File: src/rtl/lanectrl_pkg.sv
// Shared lane-control definitions: FSM state encoding and default pause timing.
package lanectrl_pkg;

    // Delay-code width, shared with the training sequencer.
    localparam int unsigned CODE_W = 8;

    // Default phase lengths in CLK cycles.
    localparam int unsigned PRE_CYCLES_DEF  = 2;
    localparam int unsigned HOLD_CYCLES_DEF = 4;
    localparam int unsigned GAP_CYCLES_DEF  = 8;
    localparam int unsigned CNT_W_DEF       = 4;

    typedef enum logic [2:0] {
        ST_IDLE = 3'd0,
        ST_PRE  = 3'd1,
        ST_LOAD = 3'd2,
        ST_HOLD = 3'd3,
        ST_GAP  = 3'd4
    } state_t;

endpackage

File: src/rtl/lanectrl_phase_cnt.sv
// Loadable down-counter with a zero flag, reused by every timed pause phase.
module lanectrl_phase_cnt #(
    parameter int unsigned CNT_W = 4
) (
    input  logic             CLK,
    input  logic             RESET_N,
    input  logic             load,
    input  logic [CNT_W-1:0] load_val,
    input  logic             dec,
    output logic             zero_c
);

    logic [CNT_W-1:0] count;

    // Load takes priority; decrement is only requested while nonzero, so no wrap.
    always_ff @(posedge CLK) begin
        if (!RESET_N) begin
            count <= '0;
        end else if (load) begin
            count <= load_val;
        end else if (dec && (count != '0)) begin
            count <= count - CNT_W'(1);
        end
    end

    assign zero_c = (count == '0);

endmodule

File: src/rtl/lanectrl_pause_gen.sv
// Initiator of HS_IO_CLK_PAUSE windows around delay-code loads for the DDR PHY lanes.
module lanectrl_pause_gen
    import lanectrl_pkg::*;
#(
    parameter int unsigned PRE_CYCLES  = PRE_CYCLES_DEF,
    parameter int unsigned HOLD_CYCLES = HOLD_CYCLES_DEF,
    parameter int unsigned GAP_CYCLES  = GAP_CYCLES_DEF,
    parameter int unsigned CODE_W      = lanectrl_pkg::CODE_W,
    parameter int unsigned CNT_W       = CNT_W_DEF
) (
    input  logic              CLK,
    input  logic              RESET_N,
    input  logic              REQ_VALID,
    input  logic [CODE_W-1:0] REQ_CODE,
    output logic              REQ_READY,
    output logic              HS_IO_CLK_PAUSE,
    output logic              DELAY_LOAD,
    output logic [CODE_W-1:0] DELAY_CODE,
    output logic              DONE,
    output logic              BUSY
);

    // Reject parameter sets that would break the synchronizer margin or overflow the counter.
    if (PRE_CYCLES < 1 || PRE_CYCLES > 15) begin : g_bad_pre
        $fatal(1, "lanectrl_pause_gen: PRE_CYCLES out of range 1..15");
    end
    if (HOLD_CYCLES < 1 || HOLD_CYCLES > 15) begin : g_bad_hold
        $fatal(1, "lanectrl_pause_gen: HOLD_CYCLES out of range 1..15");
    end
    if (GAP_CYCLES < 2 || GAP_CYCLES > 15) begin : g_bad_gap
        $fatal(1, "lanectrl_pause_gen: GAP_CYCLES out of range 2..15");
    end
    if (CNT_W < 1 || CNT_W > 16) begin : g_bad_cntw
        $fatal(1, "lanectrl_pause_gen: CNT_W out of range 1..16");
    end
    if ((PRE_CYCLES > (2 ** CNT_W)) || (HOLD_CYCLES > (2 ** CNT_W)) ||
        (GAP_CYCLES > (2 ** CNT_W))) begin : g_bad_fit
        $fatal(1, "lanectrl_pause_gen: CNT_W too narrow for phase lengths");
    end

    localparam logic [CNT_W-1:0] PRE_LD  = CNT_W'(PRE_CYCLES - 1);
    localparam logic [CNT_W-1:0] HOLD_LD = CNT_W'(HOLD_CYCLES - 1);
    localparam logic [CNT_W-1:0] GAP_LD  = CNT_W'(GAP_CYCLES - 1);

    state_t           state;
    logic             cnt_load_c;
    logic [CNT_W-1:0] cnt_val_c;
    logic             cnt_dec_c;
    logic             cnt_zero_c;

    // Counter control: load on phase entry, count down inside a phase.
    always_comb begin
        cnt_load_c = 1'b0;
        cnt_val_c  = '0;
        cnt_dec_c  = 1'b0;
        case (state)
            ST_IDLE: begin
                if (REQ_VALID) begin
                    cnt_load_c = 1'b1;
                    cnt_val_c  = PRE_LD;
                end
            end
            ST_PRE:  cnt_dec_c = !cnt_zero_c;
            ST_LOAD: begin
                cnt_load_c = 1'b1;
                cnt_val_c  = HOLD_LD;
            end
            ST_HOLD: begin
                if (cnt_zero_c) begin
                    cnt_load_c = 1'b1;
                    cnt_val_c  = GAP_LD;
                end else begin
                    cnt_dec_c = 1'b1;
                end
            end
            ST_GAP:  cnt_dec_c = !cnt_zero_c;
            default: begin
                cnt_load_c = 1'b0;
            end
        endcase
    end

    lanectrl_phase_cnt #(
        .CNT_W (CNT_W)
    ) u_phase_cnt (
        .CLK      (CLK),
        .RESET_N  (RESET_N),
        .load     (cnt_load_c),
        .load_val (cnt_val_c),
        .dec      (cnt_dec_c),
        .zero_c   (cnt_zero_c)
    );

    // Window sequencing; outputs are registered alongside the state they describe.
    always_ff @(posedge CLK) begin
        if (!RESET_N) begin
            state           <= ST_IDLE;
            REQ_READY       <= 1'b1;
            HS_IO_CLK_PAUSE <= 1'b0;
            DELAY_LOAD      <= 1'b0;
            DELAY_CODE      <= '0;
            DONE            <= 1'b0;
            BUSY            <= 1'b0;
        end else begin
            DELAY_LOAD <= 1'b0;
            DONE       <= 1'b0;
            case (state)
                ST_IDLE: begin
                    if (REQ_VALID) begin
                        state           <= ST_PRE;
                        DELAY_CODE      <= REQ_CODE;
                        HS_IO_CLK_PAUSE <= 1'b1;
                        BUSY            <= 1'b1;
                        REQ_READY       <= 1'b0;
                    end
                end
                ST_PRE: begin
                    if (cnt_zero_c) begin
                        state      <= ST_LOAD;
                        DELAY_LOAD <= 1'b1;
                    end
                end
                ST_LOAD: begin
                    state <= ST_HOLD;
                end
                ST_HOLD: begin
                    if (cnt_zero_c) begin
                        state           <= ST_GAP;
                        HS_IO_CLK_PAUSE <= 1'b0;
                        DONE            <= 1'b1;
                    end
                end
                ST_GAP: begin
                    if (cnt_zero_c) begin
                        state     <= ST_IDLE;
                        BUSY      <= 1'b0;
                        REQ_READY <= 1'b1;
                    end
                end
                default: begin
                    state           <= ST_IDLE;
                    HS_IO_CLK_PAUSE <= 1'b0;
                    BUSY            <= 1'b0;
                    REQ_READY       <= 1'b1;
                end
            endcase
        end
    end

endmodule

File: config.mk
export PLATFORM = sky130hd
export DESIGN_NAME = lanectrl_pause_gen
export DESIGN_NICKNAME = d
export VERILOG_FILES = /design/src/rtl/lanectrl_pkg.sv /design/src/rtl/lanectrl_phase_cnt.sv /design/src/rtl/lanectrl_pause_gen.sv
export SDC_FILE = /design/constraint.sdc
export NUM_CORES = 1
export LEC_CHECK = 0
export CAP_MARGIN = 0
export CORE_ASPECT_RATIO = 1.75
export CORE_MARGIN = 2
export CORE_UTILIZATION = 41
export DETAILED_ROUTE_END_ITERATION = 8
export HOLD_SLACK_MARGIN = 0.06
export PLACE_DENSITY = 0.8
export SETUP_SLACK_MARGIN = 0.02
export SKIP_LAST_GASP = 1
export SLEW_MARGIN = 0
export SYNTH_ARGS = -nofsm -noshare
export SYNTH_HDL_FRONTEND = slang
export SYNTH_HIERARCHICAL = 1
export SYNTH_SLANG_ARGS = --single-unit
File: constraint.sdc
create_clock -name CLK -period 2.1 [get_ports CLK]
set_input_delay 0.315 -clock CLK [delete_from_list [all_inputs] [get_ports CLK]]
set_output_delay 0.315 -clock CLK [all_outputs]
set_load 0.01 [all_outputs]
[Word level (Yosys, flattened, before mapping)]
Cells that the tools add are included.
Operators by class
  reduce and logical (&&, ||, !) cells: 15
  add/subtract/negate cells: 1
  equal/unequal tests: 8
  mux-type cells: 22
  bitwise operators: 2
Operators with widths (number)
  3-bit 2-to-1 mux: 5
  3-bit case mux with 5 select lines: 1
  1-bit case mux with 3 select lines: 4
  3-bit case mux with 3 select lines: 1
  1-bit 2-to-1 mux: 8
  4-bit 2-to-1 mux: 2
  2-bit inequality test, second input constant: 4
  3-bit by 2-bit == test with 1-bit output, second input constant: 2
  2-bit AND reduction: 3
  3-bit AND reduction: 2
  3-bit OR reduction: 2
  4-bit logical NOT: 1
  4-bit AND reduction: 1
  4-bit nonzero test: 1
  4-bit by 1-bit subtractor with 4-bit output, second input constant: 1
  3-bit by 1-bit == test with 1-bit output, second input constant: 1
  3-bit == test, second input constant: 1
  3-bit logical NOT: 1
  1-bit inverter: 2
  1-bit case mux with 2 select lines: 1
  2-bit nonzero test: 1
  2-bit OR reduction: 1
  1-bit logical AND: 1
  1-bit logical NOT: 1
Storage, ports and cells
  bits of input ports: 11
  output and inout bits: 13
  word-level logic and storage cells: 56
  register bits: 20

[Depth between registers and ports, before layout]
  word-level depth: 6
  depth in mapped cells: 10
  mapped depth without buffers: 10

[Modules after synthesis]
The synthesis kept the hierarchy.
By module, submodules not included
  lanectrl_pause_gen: sequential area each 320.3 um^2, cells an instance 78, instances 1, area each 679.4 um^2
  lanectrl_phase_cnt: sequential area each 80.1 um^2, cells an instance 31, instances 1, area each 256.5 um^2

[Worst setup path before layout]
No wires, ideal clock.
  kind: register -> register
  start: register u_phase_cnt.count[0]
  end: register u_phase_cnt.count[3]
  data required time: 1.976 ns
  path slack: 0.241 ns
  library setup time: 0.124 ns
  buffers on the path: 0
  cell stages (with the launch flop): 9
  arrival: 1.735 ns
  path through: dfxtp_1 -> inv_1 -> ha_1 -> or3b_4 -> clkinv_2 -> nor2_1 -> nor4b_2 -> mux2i_1 -> a21oi_1
Between the ends
  word-level cells in the longest chain between the ends: 5
  elaborated cells on any way between the ends: 12
  classes of those cells: 1 x add/sub; 6 x mux; 5 x reduce/logical
RTL lines
  start, declared: line lanectrl_phase_cnt.sv:13  | logic [CNT_W-1:0] count;
  start signal, assigned: line lanectrl_phase_cnt.sv:20  | count <= load_val;
  start signal, assigned: line lanectrl_phase_cnt.sv:22  | count <= count - CNT_W'(1);
  4-bit logical NOT *: line lanectrl_phase_cnt.sv:26  | assign zero_c = (count == '0);
  named net cnt_zero_c: line lanectrl_pause_gen.sv:49  | logic cnt_zero_c;
  1-bit 2-to-1 mux or 1-bit logical NOT (tied branches): line lanectrl_pause_gen.sv:69, lanectrl_pause_gen.sv:63, lanectrl_pause_gen.sv:76
  1-bit case mux with 2 select lines *: line lanectrl_pause_gen.sv:56  | case (state)
  named net cnt_dec_c: line lanectrl_pause_gen.sv:48  | logic cnt_dec_c;
  1-bit logical AND *: line lanectrl_phase_cnt.sv:21  | end else if (dec && (count != '0)) begin
  2-bit nonzero test (no line) *
The timed path passes the listed nets; every way through them passes the cells marked *. The select of a mux whose other input is x is not followed.
A chain may end at the register's enable or synchronous reset.

[Worst setup path in the final report]
Same ends and word-level chain as after synthesis.

==> results.yml <==
detailed_routing:
  final_antenna_net_count: 0
  vias_per_cell: 5.27
  vias: 865
  wl_per_cell_um: 13.8
  drtIter0Drc: 34
  drt_wl_total_mm: 2.26
  dr.pass1.iters: 4
  drc: 0
cells_and_area:
  syn2layout_area_growth_pct: 40.8
  n_antenna_cell: 0
  multi_input_area_um2: 498
  layout-drive-gt1-share_pct: 24.3
  nNetsFinal: 153
  fillCellCount: 180
  ff_latch_area_um2: 405
die:
  die_area_um2: 2700
  coreArea_um2: 2120
  ios: 24
  die_y_um: 67.2
  dieWidth_um: 40.1
  rows: 22
  start_util_pct: 44.2
sta:
  hold_viol: 0
  max_freq_mhz: 502
  relSlewSlack_pct: 59.8
  setup_slack_ns: 0.108
  rsz0062_at_grt: "no"
  finalMaxSlewViolations: 0
  finalSetupViolCount: 0
  finalCritPeriodShare_pct: 94.9
  fin_setup_tns_ns: 0
  worst_pin_slew_ns: 0.602
  layout_min_cycle_time_ns: 1.99
  finClkSkew_ns: 0.00902
power_and_ir_drop:
  power_switching_share_pct: 39.6
  vdd_drop_max_v: 0.000665
  combPwrFrac_pct: 56.2
  seqPwrFrac_pct: 32.1
  power_density_nw_per_um2: 1440
  power.share.clock_pct: 11.7
  switchingPower_mw: 0.749
  leakage_nw: 0.510
  intPower_mw: 1.14
synthesis:
  synth.distinct_cells: 35
  synth_warnings: 6
  syn_nets: 121
  synth.avg_cell_area_um2: 8.59
  netlist_instances: 109
  synthesis.area_um2: 936
  synth.top_cell.area_share_pct: 42.8
  ys_top_cells_by_area: "dfxtp_1, nand2_1, a21boi_1"
  synth_top_area_cell: "dfxtp_1"
  ys_seq_elements: 20
  seq_area_frac_synth_pct: 42.8
worst_setup_path:
  critPathArrivalTime_ns: 2.20
  reg2reg_from: "u_phase_cnt/count[0]"
  path_max_fanout: 6
  cp-start-kind: "register"
  cp.required_ns: 2.31
  crit_type: "reg2reg"
  crit_start: "u_phase_cnt/count[0]"
  end_kind: "register"
global_route:
  grt_pass1_vias: 745
  grt_usage_pct: 17.6
  grt-ovfl-total: 0
  grt_max_degree: 19
  grt_antenna_before_repair: 0
  grt_pass1_wl_mm: 3.23
place:
  port_buffers: 23
  gp_congestion: 0.775
  dpl_worst_slack_ns: 0.00844
  dp_hpwl_mm: 1.44
clock_tree:
  htree_levels: 1
  clkSlewWorstSetupHoldPaths_ns: 0.11
  clockRootBuffer: "clkbuf_4"
  holdBufCountCts: 0
  clk_latency_ns: 0.30
  clock_sinks: 20
  cts_max_path_buffers: 2
  numCtsBuffers: 3
  tritoncts: "built"
min_path:
  hp-class: "reg2reg"
  hp-start: "DELAY_CODE[1]"
run_status:
  status: "finished clean"
flow_run:
  maxCapViolations: 0
[cell usage after synthesis, drive strengths merged]
| cell type | count |
|---|---|
| inv | 8 |
| nand3 | 3 |
| nand4 | 1 |
| clkinv | 1 |
| conb | 1 |
| buf | 5 |
| a21boi | 8 |
| nor3b | 1 |
| ha | 1 |
| nor4b | 2 |
| o21ai | 2 |
| o211ai | 1 |
| nor2b | 1 |
| or4b | 1 |
| o2111ai | 1 |
| clkbuf | 1 |
| a311oi | 2 |
| nand4b | 1 |
| a21oi | 5 |
| xnor2 | 1 |
| nand2 | 20 |
| o21a | 1 |
| mux2i | 2 |
| nor3 | 3 |
| dfxtp | 20 |
| o31ai | 1 |
| or3b | 1 |
| nand2b | 4 |
| and3 | 1 |
| a21o | 1 |
| nor2 | 8 |
[per-stage QoR]
| stage | utilization, % | std cells | total power [mW] | cell area [µm²] | hold slack (ns) |
|---|---|---|---|---|---|
| after floorplan | - | 109 | 1.14 | 936 | 0.388 |
| after global placement | 55.1 | 152 | 1.30 | 1170 | 0.440 |
| after detailed placement | 55.1 | 152 | 1.34 | 1170 | 0.452 |
| after CTS | 57.3 | 156 | 1.59 | 1210 | 0.469 |
| after global routing | 62.2 | 164 | 2.02 | 1320 | 0.491 |
| final | 62.2 | 164 | 1.89 | 1320 | 0.465 |
[logic make-up (layout without fill, tap and decap cells)]
family	Yosys count	count (layout)	share of synthesized area, %
other	1	1	0.401
adders and majority gates	1	1	1.34
buffers and inverters	15	46	8.42
DFF	20	20	42.8
xor gates and xnor gates	1	1	0.936
AOI/OAI and AO/OA	22	22	17.2
muxes	2	2	2.14
and+or+nand+nor	47	47	26.7
[metal layers]
metal  GRT usage (%)  vias up  wire, µm
li1                -      425         -
met1            18.3      400       847
met2            31.5       34      1230
met3            1.97        6       108
met4            10.3        0        70
met5               0        -         0
[cell usage in the layout (no fill, tap or decap), types with 2 or more instances in the layout]
cell,n
clkdlybuf4s50_1,23
o21ai_2,2
buf_4,10
a21boi_1,8
nor2_2,3
nand2b_1,3
inv_2,2
a311oi_2,2
inv_1,5
mux2i_1,2
nor2_1,5
dfxtp_1,18
clkbuf_4,3
nor4b_2,2
nand2_1,20
nor3_1,3
nand3_1,3
a21oi_1,4
[worst max-delay path, stage by stage, from the launching register on]
cell      delay, ns
dfxtp_4        0.37
inv_2          0.05
ha_4           0.16
or3b_4         0.26
clkinv_4       0.06
buf_4          0.13
nor2_2         0.22
nor4b_2        0.33
mux2i_1        0.22
a21oi_1        0.08
[timing repair]
action                     4_1_cts  5_1_grt
gates resized for setup          2       16
buffers inserted                 0        8
setup endpoints to repair        1        4
pin swaps                        0        3
[final cells by class]
cell class | count | area share (%)
Clock buffer | 4 | 2.75
Tap cell | 24 | 2.28
Timing Repair Buffer | 33 | 23.2
Multi-Input combinational cell | 74 | 37.8
Inverter | 9 | 3.23
Sequential cell | 20 | 30.8
[power groups by stage]
stage | clock [mW] | combinational, mW | sequential (mW)
4_1_cts | 0.228 | 0.768 | 0.598
6_report | 0.222 | 1.06 | 0.606
3_3_place_gp | 0 | 0.707 | 0.597
5_1_grt | 0.246 | 1.15 | 0.622
3_5_place_dp | 0 | 0.733 | 0.604
2_1_floorplan | 0 | 0.559 | 0.577
[sequential cells by signal, indices dropped and copies added (netlist names)]
signal / cells
BUSY: 1
DONE: 1
state: 3
HS_IO_CLK_PAUSE: 1
u_phase_cnt/count: 4
DELAY_CODE: 8
REQ_READY: 1
DELAY_LOAD: 1
[final timing paths]
check	end	slack [ns]	cells after the start
worst min-delay path	DELAY_CODE[1]	0.46	2
worst max-delay path	u_phase_cnt/count[3]	0.11	9
worst max register to register	u_phase_cnt/count[3]	0.11	9
worst min register to register	DELAY_CODE[1]	0.46	2
(Power assumes the default switching activity.)
